$ cat config.mk
export PLATFORM = sky130hd
export DESIGN_NAME = call_return_stack
export DESIGN_NICKNAME = d
export VERILOG_FILES = /design/src/rtl/call_return_stack_pkg.sv /design/src/rtl/call_return_stack_crs_storage.sv /design/src/rtl/call_return_stack.sv
export SDC_FILE = /design/constraint.sdc
export NUM_CORES = 1
export LEC_CHECK = 0
export BUFFER_PORTS_ARGS = -buffer_cell sky130_fd_sc_hd__clkbuf_2
export CAP_MARGIN = 30
export CORE_AREA = 2 2 50 52
export CTS_CLUSTER_DIAMETER = 100
export DETAILED_ROUTE_END_ITERATION = 16
export DIE_AREA = 0 0 52 54
export HOLD_SLACK_MARGIN = 0.15
export PLACE_DENSITY = 0.79
export SLEW_MARGIN = 20
export SYNTH_ARGS = -nofsm -noshare
export SYNTH_HDL_FRONTEND = slang
export SYNTH_SLANG_ARGS = --single-unit
export TNS_END_PERCENT = 20
$ cat constraint.sdc
create_clock -name clk -period 4.9 [get_ports clk]
set_input_delay 0 -clock clk [delete_from_list [all_inputs] [get_ports clk]]
set_output_delay 0 -clock clk [all_outputs]
set_load 0.01 [all_outputs]
$ cat src/rtl/call_return_stack_pkg.sv
// Shared definitions for the return-address stack.
// The stack-op codes are formed as {call, ret}.
package call_return_stack_pkg;

  localparam int ADDR_W_DEF = 4;

  localparam logic [1:0] OP_NONE = 2'b00;
  localparam logic [1:0] OP_RET  = 2'b01;
  localparam logic [1:0] OP_CALL = 2'b10;
  localparam logic [1:0] OP_TAIL = 2'b11;

endpackage

$ cat src/rtl/call_return_stack_crs_storage.sv
// Stack entry storage: DEPTH x ADDR_W register file with one synchronous
// write port and one combinational read port. Entries are never reset.
module crs_storage
  import call_return_stack_pkg::*;
#(
  parameter int ADDR_W = ADDR_W_DEF,
  parameter int DEPTH  = 4,
  localparam int PTR_W = $clog2(DEPTH)
) (
  input  logic              clk,
  input  logic              we,
  input  logic [PTR_W-1:0]  waddr,
  input  logic [ADDR_W-1:0] wdata,
  input  logic [PTR_W-1:0]  raddr,
  output logic [ADDR_W-1:0] rdata
);

  logic [ADDR_W-1:0] mem_r [DEPTH];

  // write port
  always_ff @(posedge clk) begin
    if (we) begin
      mem_r[waddr] <= wdata;
    end
  end

  assign rdata = mem_r[raddr];

endmodule

$ cat src/rtl/call_return_stack.sv
// Return-address stack feeding the PC's jump/custom_data inputs with zero
// latency; pointer, occupancy counter and sticky error flags live here.
module call_return_stack
  import call_return_stack_pkg::*;
#(
  parameter int ADDR_W = ADDR_W_DEF,
  parameter int DEPTH  = 4,
  localparam int CNT_W = $clog2(DEPTH + 1)
) (
  input  logic              clk,
  input  logic              rst_n,
  input  logic [ADDR_W-1:0] pc_in,
  input  logic              call,
  input  logic              ret,
  input  logic [ADDR_W-1:0] call_target,
  input  logic              err_clr,
  output logic              jump_out,
  output logic [ADDR_W-1:0] jump_addr,
  output logic              full,
  output logic              empty,
  output logic [CNT_W-1:0]  depth,
  output logic              overflow,
  output logic              underflow
);

  localparam int PTR_W = $clog2(DEPTH);

  logic [PTR_W-1:0]  top_r;
  logic [CNT_W-1:0]  depth_r;
  logic              overflow_r;
  logic              underflow_r;

  logic [1:0]        op_s;
  logic              full_s;
  logic              empty_s;
  logic [ADDR_W-1:0] ret_addr_s;
  logic [ADDR_W-1:0] rd_data_s;
  logic              jump_s;
  logic [ADDR_W-1:0] jump_addr_s;
  logic              we_s;
  logic [PTR_W-1:0]  waddr_s;
  logic [PTR_W-1:0]  top_nx_s;
  logic [CNT_W-1:0]  depth_nx_s;
  logic              ovf_set_s;
  logic              unf_set_s;

  assign op_s       = {call, ret};
  assign full_s     = (depth_r == CNT_W'(DEPTH));
  assign empty_s    = (depth_r == {CNT_W{1'b0}});
  assign ret_addr_s = pc_in + ADDR_W'(1);

  crs_storage #(
    .ADDR_W (ADDR_W),
    .DEPTH  (DEPTH)
  ) u_storage (
    .clk   (clk),
    .we    (we_s),
    .waddr (waddr_s),
    .wdata (ret_addr_s),
    .raddr (top_r),
    .rdata (rd_data_s)
  );

  // jump mux, storage write control and next-state decode
  always_comb begin
    jump_s      = 1'b0;
    jump_addr_s = rd_data_s;
    we_s        = 1'b0;
    waddr_s     = top_r;
    top_nx_s    = top_r;
    depth_nx_s  = depth_r;
    ovf_set_s   = 1'b0;
    unf_set_s   = 1'b0;
    case (op_s)
      OP_CALL: begin
        jump_s      = 1'b1;
        jump_addr_s = call_target;
        we_s        = 1'b1;
        waddr_s     = top_r + PTR_W'(1);
        top_nx_s    = top_r + PTR_W'(1);
        if (full_s) begin
          ovf_set_s = 1'b1;
        end else begin
          depth_nx_s = depth_r + CNT_W'(1);
        end
      end
      OP_RET: begin
        if (empty_s) begin
          unf_set_s = 1'b1;
        end else begin
          jump_s     = 1'b1;
          top_nx_s   = top_r - PTR_W'(1);
          depth_nx_s = depth_r - CNT_W'(1);
        end
      end
      OP_TAIL: begin
        jump_s      = 1'b1;
        jump_addr_s = call_target;
        we_s        = 1'b1;
        // tail call on an empty stack has no frame to replace, so it pushes
        if (empty_s) begin
          waddr_s    = top_r + PTR_W'(1);
          top_nx_s   = top_r + PTR_W'(1);
          depth_nx_s = CNT_W'(1);
        end else begin
          waddr_s = top_r;
        end
      end
      default: begin
        jump_s = 1'b0;
      end
    endcase
  end

  // pointer, occupancy and sticky error state
  always_ff @(posedge clk or negedge rst_n) begin
    if (!rst_n) begin
      top_r       <= {PTR_W{1'b0}};
      depth_r     <= {CNT_W{1'b0}};
      overflow_r  <= 1'b0;
      underflow_r <= 1'b0;
    end else begin
      top_r       <= top_nx_s;
      depth_r     <= depth_nx_s;
      overflow_r  <= ovf_set_s | (overflow_r & ~err_clr);
      underflow_r <= unf_set_s | (underflow_r & ~err_clr);
    end
  end

  assign jump_out  = jump_s;
  assign jump_addr = jump_addr_s;
  assign full      = full_s;
  assign empty     = empty_s;
  assign depth     = depth_r;
  assign overflow  = overflow_r;
  assign underflow = underflow_r;

endmodule

==> impl_metrics.prom, run 1 <==
# TYPE chip_impl_metric gauge
chip_impl_metric{name="initial_core_utilization",unit="%"} 53.0
chip_impl_metric{name="floorplan.core_area",unit="µm²"} 2320
chip_impl_info{name="cell_type_contributing_the_most_total_cell_area_after_synthesis",value="edfxtp_1"} 1
chip_impl_metric{name="number_of_inserted_diodes",unit=""} 0
chip_impl_metric{name="report.final.slew_viol_count",unit=""} 0
chip_impl_metric{name="final_min_period_over_clock_period",unit="%"} 42.2
chip_impl_metric{name="share_of_power_burned_in_the_clock_network",unit="%"} 12.1
chip_impl_metric{name="num_io_pins",unit=""} 25
chip_impl_metric{name="groute.layer.met3.usage",unit="%"} 3.33
chip_impl_metric{name="cap_violations",unit=""} 0
chip_impl_metric{name="nNetsFinal",unit=""} 133
chip_impl_metric{name="post-synth-top-area-fraction",unit="%"} 39.1
chip_impl_metric{name="intPower",unit="µW"} 442
chip_impl_info{name="tritoncts",value="done"} 1
chip_impl_metric{name="edff_count_synth",unit=""} 16
chip_impl_metric{name="routabilityCongestion",unit=""} 0.755
chip_impl_info{name="holdCritPathClass",value="in2reg"} 1
chip_impl_metric{name="avgViaCountPerCell",unit=""} 5.40
chip_impl_metric{name="cp_num_buf_inv",unit=""} 0
chip_impl_info{name="synth.top_cells.by_area",value="edfxtp_1 (39%), dfrtp_1 (14%), mux4_2 (7.3%)"} 1
chip_impl_metric{name="grt_use_met1",unit="%"} 20.7
chip_impl_metric{name="worst_slew_margin_rel",unit="%"} 59.0
chip_impl_info{name="final_cell_mix",value="clkbuf_2 (24), edfxtp_1 (16), dlygate4sd3_1 (8)"} 1
chip_impl_metric{name="antenna_found_initial",unit=""} 0
chip_impl_metric{name="setup_total_negative_slack",unit="ns"} 0
chip_impl_metric{name="synth.avg_cell_area",unit="µm²"} 13.8
chip_impl_metric{name="synth_unique_cells",unit=""} 40
chip_impl_metric{name="global_route_met2_usage",unit="%"} 31.4
chip_impl_metric{name="power.ir.vdd_worst",unit="µV"} 343
chip_impl_metric{name="post-cts-setup-buffers",unit=""} 0
chip_impl_info{name="clock_tree.root_cell",value="clkbuf_4"} 1
chip_impl_metric{name="cts_inserted_buffers",unit=""} 3
chip_impl_metric{name="power.density",unit="nW/µm²"} 480
chip_impl_metric{name="grt_start_max_net_pins",unit=""} 26
chip_impl_metric{name="routed_wl",unit="mm"} 2.12
chip_impl_metric{name="power_switching",unit="µW"} 249
chip_impl_metric{name="hpwl",unit="mm"} 1.53
chip_impl_metric{name="clk_pin_slew_worst_paths",unit="ns"} 0.11
chip_impl_info{name="layout.cells.most_common",value="clkbuf_2"} 1
chip_impl_metric{name="clock_latency",unit="ns"} 0.30
chip_impl_metric{name="global_route.usage.total",unit="%"} 17.3
chip_impl_metric{name="highest_clock_frequency_the_design_can_meet",unit="MHz"} 484
chip_impl_metric{name="syn2layout_area_growth",unit="%"} 17.0
chip_impl_metric{name="final_antenna_net_count",unit=""} 0
chip_impl_metric{name="min_period",unit="ns"} 2.07
chip_impl_info{name="regToRegEndpoint",value="u_storage.mem_r[2][1]"} 1
chip_impl_metric{name="grt_first_pass_wirelength",unit="mm"} 3.41
chip_impl_metric{name="worst_case_clock_buffer_depth",unit=""} 2
chip_impl_metric{name="finalCoreUtilization",unit="%"} 62.0
chip_impl_info{name="grt_setup_unrepaired",value="no"} 1
chip_impl_metric{name="globalRoute.totalOverflow",unit=""} 0
chip_impl_metric{name="worst-endpoint-arrival",unit="ns"} 2.02
chip_impl_metric{name="fp-row-count",unit=""} 18
chip_impl_metric{name="first_global_vias",unit=""} 739
chip_impl_metric{name="comb_power_share",unit="%"} 38.2
chip_impl_metric{name="critPathMaxStageDelay",unit="ns"} 0.58
chip_impl_metric{name="r2r_slack",unit="ns"} 2.83
chip_impl_metric{name="die_area",unit="µm²"} 2810
chip_impl_metric{name="post_cts_resize_count",unit=""} 0
chip_impl_metric{name="dr_total_vias",unit=""} 794
chip_impl_info{name="critical-path-top-delay-family",value="compound AO/OA/AOI/OAI gates"} 1
chip_impl_info{name="crit-reg2reg-launch",value="depth[0]"} 1
chip_impl_metric{name="worst-r2r-cell-count",unit=""} 3
chip_impl_info{name="slowest_stage",value="dfrtp_1"} 1
chip_impl_metric{name="synthArstFlopShare",unit="%"} 30.4
chip_impl_metric{name="worstPathRequired",unit="ns"} 4.85
chip_impl_info{name="worstPathCellList",value="o31ai_4 -> or3b_2 -> a21boi_0"} 1
chip_impl_metric{name="syn-cell-area",unit="µm²"} 1230
chip_impl_metric{name="timing.critical_path.depth",unit=""} 3
chip_impl_metric{name="actual_transition_at_the_worst_max_transition_pin",unit="ns"} 0.610
chip_impl_info{name="cp-start-kind",value="register"} 1
chip_impl_metric{name="ys_seq_elements",unit=""} 23
chip_impl_metric{name="numPortBuffers",unit=""} 24
chip_impl_info{name="result_of_the_run",value="complete, no violations"} 1
chip_impl_metric{name="finalSetupViolCount",unit=""} 0
chip_impl_metric{name="die-width",unit="µm"} 52
chip_impl_metric{name="synth_fp_nets",unit=""} 104
chip_impl_info{name="synth_top_flop_cell",value="edfxtp_1"} 1
chip_impl_metric{name="routedWlPerCell",unit="µm"} 14.4
chip_impl_metric{name="synthesis.instances",unit=""} 89
chip_impl_info{name="worstHoldStart",value="call"} 1
chip_impl_info{name="worstSetupPathType",value="reg2reg"} 1
chip_impl_info{name="gr-max-usage-layer",value="met2"} 1
chip_impl_metric{name="level_count_of_the_clock_h_tree",unit=""} 1
chip_impl_metric{name="post_route_cells_drive_above_1_share",unit="%"} 32.5
chip_impl_metric{name="hold_violations",unit=""} 0
chip_impl_info{name="worst_setup_path_end_kind",value="register"} 1
chip_impl_metric{name="seq_area_frac_synth",unit="%"} 53.3
chip_impl_metric{name="power_leakage",unit="µW"} 0.000572
chip_impl_metric{name="power.sequential.fraction",unit="%"} 49.7
chip_impl_metric{name="die_height",unit="µm"} 54
chip_impl_metric{name="ys_warn_count",unit=""} 0
chip_impl_metric{name="detailedRoute.firstIterationViolations",unit=""} 10
chip_impl_metric{name="hold_depth",unit=""} 2
chip_impl_metric{name="power.share.switching",unit="%"} 36.1
chip_impl_metric{name="finClkSkew",unit="ns"} 0.000801
chip_impl_metric{name="drt_pre_antenna_iters",unit=""} 4
chip_impl_metric{name="remaining_drc_errors",unit=""} 0
chip_impl_metric{name="cts_num_sinks",unit=""} 23
chip_impl_metric{name="crit_fanout",unit=""} 10
chip_impl_info{name="worstHoldEndpoint",value="top_r[0]"} 1
chip_impl_metric{name="ctsHoldBuffers",unit=""} 8
==> routing by layer <==
metal | wire length (µm) | vias to the layer above
met4 | 14 | 0
met2 | 1150 | 22
met3 | 81 | 2
met1 | 878 | 381
li1 | - | 389
met5 | 0 | -
==> synth_stat cells (all sizes together) (2+ instances only) <==
library cell / count
or3: 2
nand2b: 2
mux4: 4
edfxtp: 16
clkbuf: 2
buf: 6
a21boi: 2
nand3: 2
nor2: 4
nor3: 2
dfrtp: 7
a211oi: 2
xor2: 3
mux2i: 2
nand3b: 3
xnor2: 3
inv: 4
mux2: 4
==> metrics by stage <==
stage	area [µm²]	setup WS [ns]	std cells	total power, µW	hold WS (ns)
6_report	1440	2.83	147	690	0.248
5_1_grt	1440	2.68	147	744	0.306
4_1_cts	1440	2.83	147	697	0.253
3_5_place_dp	1330	2.84	135	610	-0.148
3_3_place_gp	1330	2.94	135	598	-0.154
2_1_floorplan	1230	3.00	89	554	-0.296
==> power by group through the flow <==
stage               logic, µW  registers [µW]  clock network [µW]
floorplan                 257             297                   0
global placement          256             342                   0
detailed placement        262             347                   0
CTS                       269             343                85.1
global route              297             355                91.7
finish                    264             343                83.5
==> worst max-delay path by stage <==
stage | slack [ns] | to | start
finish | 2.83 | u_storage.mem_r[2][1] | depth[0]
CTS | 2.83 | u_storage.mem_r[2][1] | depth[0]
global route | 2.68 | u_storage.mem_r[2][2] | depth[0]
detailed placement | 2.84 | u_storage.mem_r[2][3] | depth[0]
global placement | 2.94 | u_storage.mem_r[2][3] | depth[0]
floorplan | 3.00 | u_storage.mem_r[2][0] | depth[1]
==> final cells by class <==
type                            count  area [µm²]
Clock buffer                        4        26.3
Sequential cell                    23         656
Timing Repair Buffer               32         200
Multi-Input combinational cell     54         504
Tap cell                           30        37.5
Inverter                            4        15.0
Fill cell                         190         881
==> state kept, by name (all words and copies together), names as in the netlist <==
name,count
u_storage.mem_r,16
depth,3
top_r,2
overflow,1
underflow,1
==> cell families (layout without fill, tap and decap cells) <==
family	Yosys count	in the layout	share of synthesized area [%]
and+or+nand+nor	22	22	10.6
AOI/OAI and AO/OA	14	14	10.3
buffers and inverters	12	40	5.70
adders and majority gates	2	2	2.64
DFF	23	23	53.3
muxes	10	10	12.6
xor gates and xnor gates	6	6	4.88
No activity file was read; power rests on OpenSTA's default activity.
==> run 2, diff against run 1 <==
CORE_AREA = 2 2 54 56   (was 2 2 50 52)
DIE_AREA = 0 0 56 58   (was 0 0 52 54)
PLACE_DENSITY = 0.72   (was 0.79)
clock period = 1.8 ns   (was 4.9 ns; I/O delays follow)
==> run 2 against run 1 <==
Effect of this change:
- via count increased by 9.6%
- sequential power grew 140%
- sequential cell count unchanged
- cell count up 8.8%
- largest cell class unchanged
- clock-buffer cell count decreased by 1
- critical path type is now reg2out
- total power rose to 3.0 times the previous value
- first-iteration DRC count grew to 3.6 times the previous value
- combinational power increased to 3.9 times the previous value
- routed wire length up 17%
- highest routed layer unchanged
- final area increased by 7.8%
==> impl_metrics.prom, run 2 (synthesis results as in run 1) <==
# TYPE chip_impl_metric gauge
chip_impl_info{name="result_of_the_run",value="complete, no violations"} 1
chip_impl_metric{name="die_height",unit="µm"} 58
chip_impl_info{name="worstSetupPathType",value="reg2out"} 1
chip_impl_metric{name="largest_register_ff_count",unit=""} 16
chip_impl_metric{name="cts_num_sinks",unit=""} 23
chip_impl_info{name="cp-start-kind",value="register"} 1
chip_impl_metric{name="worst_case_clock_buffer_depth",unit=""} 2
chip_impl_metric{name="grt_start_max_net_pins",unit=""} 25
chip_impl_metric{name="power_leakage",unit="µW"} 0.000641
chip_impl_info{name="tritoncts",value="done"} 1
chip_impl_metric{name="crit_fanout",unit=""} 3
chip_impl_metric{name="hold_violations",unit=""} 0
chip_impl_metric{name="layout.cell_area.non_filler",unit="µm²"} 1550
chip_impl_metric{name="clk_pin_slew_worst_paths",unit="ns"} 0.12
chip_impl_metric{name="detailedRoute.firstIterationViolations",unit=""} 36
chip_impl_metric{name="globalRoute.totalOverflow",unit=""} 0
chip_impl_info{name="layout.cells.most_common",value="clkbuf_2"} 1
chip_impl_info{name="holdCritPathClass",value="in2reg"} 1
chip_impl_metric{name="die-width",unit="µm"} 56
chip_impl_metric{name="layout.cells.non_filler",unit=""} 160
chip_impl_metric{name="syn2layout_area_growth",unit="%"} 26.1
chip_impl_metric{name="fp-row-count",unit=""} 19
chip_impl_metric{name="finClkSkew",unit="ns"} 0.00709
chip_impl_metric{name="floorplan.core_area",unit="µm²"} 2660
chip_impl_metric{name="hold_depth",unit=""} 3
chip_impl_metric{name="level_count_of_the_clock_h_tree",unit=""} 1
chip_impl_metric{name="num_io_pins",unit=""} 25
chip_impl_metric{name="worstPathRequired",unit="ns"} 1.80
chip_impl_metric{name="dp_cells",unit=""} 145
chip_impl_metric{name="numPortBuffers",unit=""} 24
chip_impl_metric{name="drt_pre_antenna_iters",unit=""} 4
chip_impl_metric{name="final_min_period_over_clock_period",unit="%"} 97.5
chip_impl_metric{name="avgViaCountPerCell",unit=""} 5.44
chip_impl_metric{name="min_period",unit="ns"} 1.75
chip_impl_info{name="worst_setup_path_end_kind",value="primary output"} 1
chip_impl_metric{name="highest_clock_frequency_the_design_can_meet",unit="MHz"} 570
chip_impl_metric{name="global_route.usage.total",unit="%"} 16.6
chip_impl_metric{name="power.ir.vdd_worst",unit="µV"} 699
chip_impl_metric{name="initial_core_utilization",unit="%"} 46.2
chip_impl_metric{name="first_global_vias",unit=""} 836
chip_impl_metric{name="cap_violations",unit=""} 0
chip_impl_metric{name="dr_total_vias",unit=""} 870
chip_impl_metric{name="cts_inserted_buffers",unit=""} 3
chip_impl_metric{name="routabilityCongestion",unit=""} 0.782
chip_impl_metric{name="post_route_cells_drive_above_1_share",unit="%"} 41.1
chip_impl_metric{name="setup_ws",unit="ns"} 0.0456
chip_impl_info{name="registers.top_by_ff_count",value="u_storage.mem_r"} 1
chip_impl_metric{name="grt_first_pass_wirelength",unit="mm"} 4.02
chip_impl_metric{name="antenna_found_initial",unit=""} 0
chip_impl_metric{name="routedWlPerCell",unit="µm"} 15.5
chip_impl_metric{name="power.density",unit="nW/µm²"} 1350
chip_impl_info{name="clock_tree.root_cell",value="clkbuf_4"} 1
chip_impl_metric{name="hold_slack",unit="ns"} 0.196
chip_impl_metric{name="worst-endpoint-arrival",unit="ns"} 1.75
chip_impl_metric{name="report.final.slew_viol_count",unit=""} 0
chip_impl_metric{name="routed_wl",unit="mm"} 2.48
chip_impl_metric{name="number_of_inserted_diodes",unit=""} 0
chip_impl_metric{name="place_area",unit="µm²"} 1400
chip_impl_metric{name="hpwl",unit="mm"} 1.85
chip_impl_info{name="grt_setup_unrepaired",value="yes"} 1
chip_impl_metric{name="design_power_total",unit="µW"} 2100
chip_impl_metric{name="final_antenna_net_count",unit=""} 0
chip_impl_metric{name="worst_slew_margin_rel",unit="%"} 73.3
chip_impl_metric{name="finalSetupViolCount",unit=""} 0
chip_impl_metric{name="actual_transition_at_the_worst_max_transition_pin",unit="ns"} 0.400
chip_impl_metric{name="nNetsFinal",unit=""} 145
chip_impl_metric{name="die_area",unit="µm²"} 3250
chip_impl_metric{name="remaining_drc_errors",unit=""} 0
chip_impl_metric{name="worst-r2r-cell-count",unit=""} 3
chip_impl_metric{name="clock_latency",unit="ns"} 0.31
chip_impl_metric{name="preCtsSetupSlack",unit="ns"} 0.0544
chip_impl_info{name="final_cell_mix",value="clkbuf_2 (23), edfxtp_1 (16), buf_4 (10)"} 1
[run 2: cell count changes in the layout (fill, tap and decap cells not counted), sizes merged]
| cell | previous run | this run |
|---|---|---|
| buf | 0 | 12 |
| clkbuf | 28 | 26 |
| clkinv | 0 | 1 |
| dlygate4sd3 | 8 | 9 |
[run 2: critical path, stage by stage, from the launching register on]
cell	delay [ns]
dfrtp_2	0.41
buf_6	0.12
mux4_2	0.51
mux2_4	0.28
clkbuf_2	0.12
[run 2: per-stage QoR]
step | setup TNS (ns) | util [%]
after detailed placement | 0 | 52.6
after global placement | 0 | 52.6
after global routing | -0.0282 | 58.3
after CTS | 0 | 57.7
final | 0 | 58.3
after floorplan | -0.0711 | -
[run 2: cell type report]
class,count,area (µm²)
clock inverter,1,5.00
multi-input combinational,54,517
inverter,4,15.0
clock buffer,3,22.5
tap,31,38.8
timing repair buffer,44,297
fill,217,1110
sequential,23,657
[run 2: layer usage]
| layer | vias up | share of wire, % | GRT usage (%) |
|---|---|---|---|
| met2 | 32 | 47 | 25.5 |
| met4 | 0 | 2.4 | 8.50 |
| met3 | 6 | 4.5 | 3.13 |
| met1 | 410 | 46 | 22.7 |
| li1 | 422 | - | - |
| met5 | - | 0 | 0 |
[run 2: timing repair]
| action | 4_1_cts | 5_1_grt |
|---|---|---|
| cloned | 0 | 0 |
| hold endpoints to repair | 26 | 0 |
| buffers inserted | 2 | 0 |
| endpoints found under the setup margin | 3 | 17 |
| gates resized for setup | 1 | 5 |
| pin swaps | 0 | 1 |
| hold buffers | 9 | 0 |
[run 2: where the power goes]
group / switching (µW) / leakage [µW] / internal [µW]
combinational: 505 / 0.000391 / 539
sequential: 90.2 / 0.000232 / 726
clock: 153 / 0.0000177 / 83.0
total: 748 / 0.000641 / 1350
[run 2: worst paths after layout]
| path | startpoint | endpoint | slack, ns |
|---|---|---|---|
| worst max-delay path | top_r[0] | jump_addr[1] | 0.05 |
| worst min-delay path | call | top_r[0] | 0.20 |
| worst max register to register | depth[1] | u_storage.mem_r[1][3] | 0.11 |
| worst min register to register | overflow | overflow | 0.55 |
| max in group asynchronous | rst_n | top_r[0] | 0.88 |
| min in group asynchronous | rst_n | overflow | 0.64 |
